===== config.mk =====
export PLATFORM = sky130hd
export DESIGN_NAME = serial_add_ctrl
export DESIGN_NICKNAME = d
export VERILOG_FILES = /design/src/rtl/serial_add_pkg.sv /design/src/rtl/serial_add_ctrl_fa_cell.sv /design/src/rtl/serial_add_ctrl.sv
export SDC_FILE = /design/constraint.sdc
export NUM_CORES = 1
export LEC_CHECK = 0
export CAP_MARGIN = 20
export CORE_MARGIN = 2
export CORE_UTILIZATION = 52
export DETAILED_ROUTE_END_ITERATION = 16
export MAX_ROUTING_LAYER = met4
export PLACE_DENSITY = 0.79
export SLEW_MARGIN = 20
export SYNTH_ARGS = -nofsm -noshare
export SYNTH_HDL_FRONTEND = slang
export SYNTH_SLANG_ARGS = --single-unit
export TNS_END_PERCENT = 20

===== constraint.sdc =====
create_clock -name clk -period 1.9 [get_ports clk]
set_clock_uncertainty 0.05 [all_clocks]
set_input_delay 0.38 -clock clk [delete_from_list [all_inputs] [get_ports clk]]
set_output_delay 0.38 -clock clk [all_outputs]
set_load 0.01 [all_outputs]

===== src/rtl/serial_add_pkg.sv =====
// serial_add_pkg
// Shared definitions for the bit-serial adder controller:
//   - state_t       : controller state encoding (IDLE/RUN/DONE)
//   - DEFAULT_WIDTH : default operand width
//   - cnt_width()   : bit counter width, never less than one bit
package serial_add_pkg;

    typedef enum logic [1:0] {
        IDLE = 2'd0,
        RUN  = 2'd1,
        DONE = 2'd2
    } state_t;

    localparam int unsigned DEFAULT_WIDTH = 8;

    // max(1, clog2(w)); WIDTH=1 still needs a 1-bit counter.
    function automatic int unsigned cnt_width(input int unsigned w);
        return (w <= 2) ? 1 : $clog2(w);
    endfunction

endpackage


===== src/rtl/serial_add_ctrl_fa_cell.sv =====
// fa_cell
// Combinational 1-bit full adder shared by the serial adder controller.
// Ports:
//   a, b, cin : operand bits and carry-in
//   sum, cout : sum bit and carry-out
module fa_cell (
    input  logic a,
    input  logic b,
    input  logic cin,
    output logic sum,
    output logic cout
);

    assign sum  = a ^ b ^ cin;
    assign cout = (a & b) | (cin & (a ^ b));

endmodule


===== src/rtl/serial_add_ctrl.sv =====
// serial_add_ctrl
// Bit-serial adder controller: adds two WIDTH-bit operands plus carry-in by
// stepping one shared full-adder cell over WIDTH cycles, LSB first.
// Parameters:
//   WIDTH : operand/result width, 1..32
// Ports:
//   clk, rst_n      : rising-edge clock, asynchronous active-low reset
//   start           : request, sampled when ready=1
//   a, b, cin       : operands and carry-in, captured on an accepted start
//   ready           : can accept start (IDLE or DONE)
//   busy            : addition in progress (RUN)
//   done            : one-cycle pulse, sum/cout valid
//   sum, cout       : result, held until the next completion
//   ovf             : signed overflow, only when SERIAL_ADD_OVF_EN is defined
// Optional feature macro: SERIAL_ADD_OVF_EN
module serial_add_ctrl
    import serial_add_pkg::*;
#(
    parameter int unsigned WIDTH = DEFAULT_WIDTH
) (
    input  logic             clk,
    input  logic             rst_n,
    input  logic             start,
    input  logic [WIDTH-1:0] a,
    input  logic [WIDTH-1:0] b,
    input  logic             cin,
    output logic             ready,
    output logic             busy,
    output logic             done,
    output logic [WIDTH-1:0] sum,
    output logic             cout
`ifdef SERIAL_ADD_OVF_EN
    ,
    output logic             ovf
`endif
);

    localparam int unsigned CW = cnt_width(WIDTH);

    state_t           state_q;
    state_t           state_d;
    logic [WIDTH-1:0] a_sh;
    logic [WIDTH-1:0] b_sh;
    logic [WIDTH-1:0] sum_sh;
    logic [WIDTH-1:0] sum_sh_nxt;
    logic             c;
    logic [CW-1:0]    cnt;
    logic             s;
    logic             co;
    logic             accept;
    logic             last;

    fa_cell u_fa (
        .a    (a_sh[0]),
        .b    (b_sh[0]),
        .cin  (c),
        .sum  (s),
        .cout (co)
    );

    assign accept = start && ((state_q == IDLE) || (state_q == DONE));
    assign last   = (state_q == RUN) && (cnt == CW'(WIDTH - 1));

    // Whole-vector shift plus inserted MSB also covers WIDTH=1 without
    // a special case (the shift term is then zero).
    assign sum_sh_nxt = (sum_sh >> 1) | (WIDTH'(s) << (WIDTH - 1));

    always_ff @(posedge clk or negedge rst_n) begin
        if (!rst_n) begin
            state_q <= IDLE;
        end else begin
            state_q <= state_d;
        end
    end

    always_comb begin
        state_d = state_q;
        ready   = 1'b0;
        busy    = 1'b0;
        done    = 1'b0;
        case (state_q)
            IDLE: begin
                ready = 1'b1;
                if (start) state_d = RUN;
            end
            RUN: begin
                busy = 1'b1;
                if (last) state_d = DONE;
            end
            DONE: begin
                ready = 1'b1;
                done  = 1'b1;
                state_d = start ? RUN : IDLE;
            end
            default: state_d = IDLE;
        endcase
    end

    always_ff @(posedge clk or negedge rst_n) begin
        if (!rst_n) begin
            a_sh   <= '0;
            b_sh   <= '0;
            sum_sh <= '0;
            c      <= 1'b0;
            cnt    <= '0;
            sum    <= '0;
            cout   <= 1'b0;
`ifdef SERIAL_ADD_OVF_EN
            ovf    <= 1'b0;
`endif
        end else if (accept) begin
            a_sh <= a;
            b_sh <= b;
            c    <= cin;
            cnt  <= '0;
        end else if (state_q == RUN) begin
            a_sh   <= a_sh >> 1;
            b_sh   <= b_sh >> 1;
            sum_sh <= sum_sh_nxt;
            c      <= co;
            cnt    <= cnt + CW'(1);
            if (last) begin
                sum  <= sum_sh_nxt;
                cout <= co;
`ifdef SERIAL_ADD_OVF_EN
                // On the last step c is the carry into the MSB.
                ovf  <= c ^ co;
`endif
            end
        end
    end

endmodule

==> reports/metrics.csv, run 1 <==
metric;value;unit
status;finished, final reports clean;
yosysSeqAreaShare;0.519;
coreArea;0.00336;mm²
r2r_setup_slack;0.33;ns
grtUsageTotal;0.213;
rows;21;
clockBufferDepth;2;
drt_iter0_markers;43;
worstSkewPairLatency;0.35;ns
startpoint_type;register;
gr-total-overflow;0;
cts.sinks;38;
cts_max_level;2;
multi_input_area;801;µm²
synth_common_cells;dfrtp_1, nand2_1, mux2i_1;
avgSynthCellArea;11.2;µm²
postSynth.asyncResetShare;1.00;
fillers;289;
r2r_end;a_sh[1];
cts_root_buf;clkbuf_4;
synth_seq_cells;38;
drcViolationCount;0;
clock.fmax;0.546;GHz
grt_pass1_vias;1330;
rsz0062_at_grt;no;
chipHeight;63.4;µm
finalSetupViolations;0;
syn_nets;186;
setup_total_negative_slack;0;ns
synth_edf_count;0;
post-route-util;0.681;
finalWeightedCongestion;0.777;
max_slew_margin;0.682;
worstPathArrival;1.40;ns
wl;3590;µm
hold_viol;0;
worst-path-max-fanout;3;
via_per_inst;5.45;
start_util;0.545;
min_path_cells;2;
hold_path_class;register to register;
yosysMostFrequentCell;dfrtp_1;
dieArea;0.00401;mm²
hpwl;2540;µm
synth_top_flop_cell;dfrtp_1;
final_nets;223;
syn_inst;163;
syn2layout_area_growth;25.0;%
synth_top_area_frac;0.519;
finalCriticalPeriod;1.83;ns
synthesis.area;0.00183;mm²
regArea;952;µm²
cts-buffers-inserted;5;
clk_pin_slew;0.11;ns
fp.dieW;63.4;µm
regToRegStartpoint;state_q[0];
ant_nets;0;
ir_worst_vdd;0.891;mV
yosys_warnings;0;
hp-start;sum_sh[1];
yosysTopAreaCell;dfrtp_1;
io_pins;32;
slew_violations;0;
leakage;1.02;nW
diodes;0;
ff2ff_path_depth;6;
portBuffers;31;
antenna_found_initial;0;
holdWs;0.452;ns
cts_tree;built;
post-route-period-util;0.964;
yosysUniqueCellTypes;25;
wire_per_inst;14.5;µm
grt_pass1_wl;6320;µm
worstSetupPathType;register to output port;
synth_area_leaders;dfrtp_1, mux2i_1, mux2_4, nand2_1, a211oi_1;
drt-pass1-iter-count;4;
tightest_slew;0.477;ns
vias;1346;
drive_gt1_frac;0.149;
critPathRequiredTime;1.47;ns
maxCapViolCount;0;
end_kind;output port;
min_to;sum_sh[1];
grt_max_degree;30;
powerDensity;1480;mW/mm²
==> cell type report <==
class                      count  share of cell area
sequential                    38               0.416
multi-input combinational    111               0.350
timing repair buffer          41               0.177
tap                           46              0.0251
clock buffer                   7              0.0240
inverter                       3             0.00601
clock inverter                 1             0.00219
==> worst max-delay path by stage <==
stage / from / to / cells past startpoint
finish: state_q[0] / ready / 2
global route: state_q[0] / ready / 2
CTS: state_q[0] / ready / 2
detailed placement: state_q[0] / busy / 3
global placement: state_q[0] / busy / 3
floorplan: cnt[0] / cout / 4
==> flip-flops by register name, indices dropped and copies added, names as in the netlist <==
signal / count
c: 1
a_sh: 8
cout: 1
state_q: 2
sum: 8
b_sh: 8
sum_sh: 7
cnt: 3
==> logic make-up (layout without fill, tap and decap cells) <==
kind of cell / after synthesis / after routing / synth area share
AO/OA/AOI/OAI: 33 / 33 / 0.110
AND/OR/NAND/NOR: 50 / 50 / 0.141
flip-flops: 38 / 38 / 0.519
multiplexers: 25 / 25 / 0.161
buffers and inverters: 14 / 52 / 0.0437
adder cells (fa/ha/maj): 3 / 3 / 0.0246
==> per-layer routing <==
layer / global-route usage / vias to the layer above / share of wire
li1: - / 644 / -
met3: 0.0589 / 6 / 0.043
met5: - / - / 0
met4: 0.0815 / 0 / 0.018
met2: 0.342 / 33 / 0.51
met1: 0.257 / 663 / 0.43
==> critical path, cell delays in order, from the launching register on <==
cell and delay [ns]:
dfrtp_2 0.44, inv_1 0.08, clkdlybuf4s50_1 0.54
==> placed cells by master, fill, tap and decap left out, types with 2 or more instances in the layout <==
| cell | n |
|---|---|
| buf_12 | 2 |
| nand2_1 | 25 |
| ha_1 | 2 |
| dlygate4sd2_1 | 2 |
| dfrtp_1 | 37 |
| inv_1 | 2 |
| nor2b_1 | 14 |
| a21oi_1 | 12 |
| a22oi_1 | 2 |
| buf_4 | 7 |
| o21ai_0 | 6 |
| a211oi_1 | 12 |
| nand3_1 | 5 |
| clkbuf_4 | 5 |
| clkdlybuf4s50_1 | 28 |
| mux2_4 | 9 |
| nor2_1 | 2 |
| mux2i_1 | 16 |
==> stage by stage <==
| stage | setup WS [ns] | cells | total power, mW | area, µm² |
|---|---|---|---|---|
| 3_5_place_dp | 0.179 | 235 | 2.94 | 2200 |
| 4_1_cts | 0.0126 | 246 | 3.41 | 2280 |
| 2_1_floorplan | 0.499 | 163 | 2.43 | 1830 |
| 5_1_grt | 0.00985 | 247 | 3.66 | 2290 |
| 3_3_place_gp | 0.204 | 235 | 2.83 | 2200 |
| 6_report | 0.0680 | 247 | 3.39 | 2290 |
==> power breakdown <==
| part | leakage [nW] | switching, mW | internal [mW] |
|---|---|---|---|
| combinational | 0.515 | 0.682 | 0.801 |
| sequential | 0.465 | 0.276 | 1.19 |
| clock | 0.0353 | 0.260 | 0.179 |
| total | 1.02 | 1.22 | 2.17 |
==> timing repair <==
item,4_1_cts,5_1_grt
gates resized for setup,3,0
endpoints found under the setup margin,3,1
hold buffers,1,0
setup buffers,2,1
hold endpoints to repair,18,0
No activity file was read; power rests on OpenSTA's default activity.
==> run 2, diff against run 1 <==
--- a/config.mk
+++ b/config.mk
@@ -6,6 +6,7 @@
 export NUM_CORES = 1
 export LEC_CHECK = 0
 export CAP_MARGIN = 20
+export CORE_ASPECT_RATIO = 0.75
 export CORE_MARGIN = 2
 export CORE_UTILIZATION = 52
 export DETAILED_ROUTE_END_ITERATION = 16
==> run 2 against run 1 <==
Cell area increased by 0.27%. Die area increased by 0.13%. Wire length increased by 4.8%. Highest routed layer unchanged. Critical endpoint is now busy.
==> reports/metrics.csv, run 2 (same netlist as run 1, synthesis figures left out) <==
metric;value;unit;change
fillers;249;;-14%
slew_violations;0;;unchanged
hold_path_class;register to register;;
clock.fmax;0.541;GHz;-0.91%
cts_root_buf;clkbuf_8;;
ant_nets;0;;unchanged
grt_pass1_wl;6770;µm;+7.1%
antenna_found_initial;0;;unchanged
vias;1332;;-1.0%
post-route-period-util;0.973;;+0.00889
maxCapViolCount;0;;unchanged
drt-pass1-iter-count;4;;unchanged
portBuffers;31;;unchanged
worstSkewPairLatency;0.28;ns;-0.07 ns
powerDensity;1590;mW/mm²;+7.5%
finalCriticalPeriod;1.85;ns;+0.0169 ns
largestRegisters;a_sh (8), b_sh (8), sum (8);;
cts-buffers-inserted;5;;unchanged
dieArea;0.00402;mm²;+0.13%
diodes;0;;unchanged
critPathRequiredTime;1.47;ns;about the same
hold_viol;0;;unchanged
io_pins;32;;unchanged
drive_gt1_frac;0.142;;-0.00712
chipHeight;55.4;µm;-13%
cts_max_level;2;;unchanged
worstPathArrival;1.42;ns;+0.02 ns
ff2ff_path_depth;4;;-2
grtUsageTotal;0.227;;+0.0141
regToRegStartpoint;cnt[1];;
worst-path-max-fanout;3;;unchanged
wl;3760;µm;+4.8%
via_per_inst;5.62;;+3.1%
startpoint_type;register;;
clockBufferDepth;2;;unchanged
pre_cts_ws;0.246;ns;+0.0674 ns
finalWeightedCongestion;0.741;;-4.5%
hpwl;2540;µm;-0.27%
clk_pin_slew;0.08;ns;-0.03 ns
cts_tree;built;;
grt_pass1_vias;1402;;+5.4%
regArea;952;µm²;unchanged
gr-total-overflow;0;;unchanged
cts.sinks;38;;unchanged
startpoint;state_q[1];;
coreArea;0.00333;mm²;-0.89%
fp.dieW;72.5;µm;+14%
worstSetupPathType;register to output port;;
ir_worst_vdd;0.891;mV;about the same
leakage;1.01;nW;-0.55%
end_kind;output port;;
layout_commonest_cell;dfrtp_1;;
r2r_setup_slack;0.38;ns;+0.05 ns
syn2layout_area_growth;25.3;%;
tightest_slew;0.468;ns;-0.00907 ns
holdBufCountCts;0;;-1
grt_max_degree;39;;+30%
holdWs;0.438;ns;-0.0146 ns
layout_common_cells;dfrtp_1, clkdlybuf4s50_1, nand2_1;;
fin_ws;0.0511;ns;-0.0169 ns
status;finished, final reports clean;;
wire_per_inst;15.9;µm;+9.2%
setup_total_negative_slack;0;ns;unchanged
drcViolationCount;0;;unchanged
max_slew_margin;0.688;;+0.00605
drt_iter0_markers;103;;+140%
final_nets;219;;-1.8%
endpoint;busy;;
finalSetupViolations;0;;unchanged
rows;18;;-14%
r2r_end;sum[7];;
start_util;0.550;;+0.00491
multi_input_area;803;µm²;+0.31%
## run 2: final cells by class
class / instances / area share
timing repair buffer: 37 / 0.160
tap: 40 / 0.0218
clock inverter: 3 / 0.0174
multi-input combinational: 111 / 0.350
inverter: 3 / 0.00599
sequential: 38 / 0.415
clock buffer: 5 / 0.0300
## run 2: per-stage QoR
| step | std cells | cell area [µm²] | total power, mW | utilization |
|---|---|---|---|---|
| finish | 237 | 2300 | 3.65 | 0.689 |
| global route | 237 | 2300 | 3.93 | 0.689 |
| CTS | 237 | 2290 | 3.66 | 0.688 |
| detailed placement | 228 | 2180 | 2.96 | 0.653 |
| global placement | 228 | 2180 | 2.85 | 0.653 |
| floorplan | 163 | 1830 | 2.43 | - |
## run 2: power breakdown
| group | internal (mW) | leakage, nW | switching [mW] |
|---|---|---|---|
| Combinational | 0.788 | 0.487 | 0.715 |
| Clock | 0.386 | 0.0579 | 0.283 |
| Sequential | 1.19 | 0.465 | 0.286 |
## run 2: layer usage
| layer | global-route usage | vias up | share of wire |
|---|---|---|---|
| li1 | - | 634 | - |
| met2 | 0.345 | 24 | 0.48 |
| met4 | 0.0847 | 0 | 0.024 |
| met3 | 0.0620 | 10 | 0.027 |
| met1 | 0.291 | 664 | 0.47 |
| met5 | - | - | 0 |
## run 2: timing repair
item                       in CTS  in global routing
setup endpoints to repair       2                  1
gates resized for setup         1                  1
gates cloned                    0                  0
setup buffers                   1                  0
## run 2: critical path, stage by stage, from the launching register on
cell and delay (ns):
dfrtp_1 0.39, nand2b_4 0.17, inv_4 0.05, clkdlybuf4s50_1 0.52
## run 2: worst min-delay path by stage
stage | from | to | slack [ns] | cells past startpoint
6_report | sum_sh[1] | sum_sh[1] | 0.44 | 2
5_1_grt | sum[5] | sum[5] | 0.49 | 1
4_1_cts | sum_sh[1] | sum_sh[1] | 0.44 | 2
3_5_place_dp | sum_sh[1] | sum_sh[1] | 0.42 | 2
3_3_place_gp | sum_sh[1] | sum_sh[1] | 0.42 | 2
2_1_floorplan | rst_n | a_sh[0] | 0.03 | 0
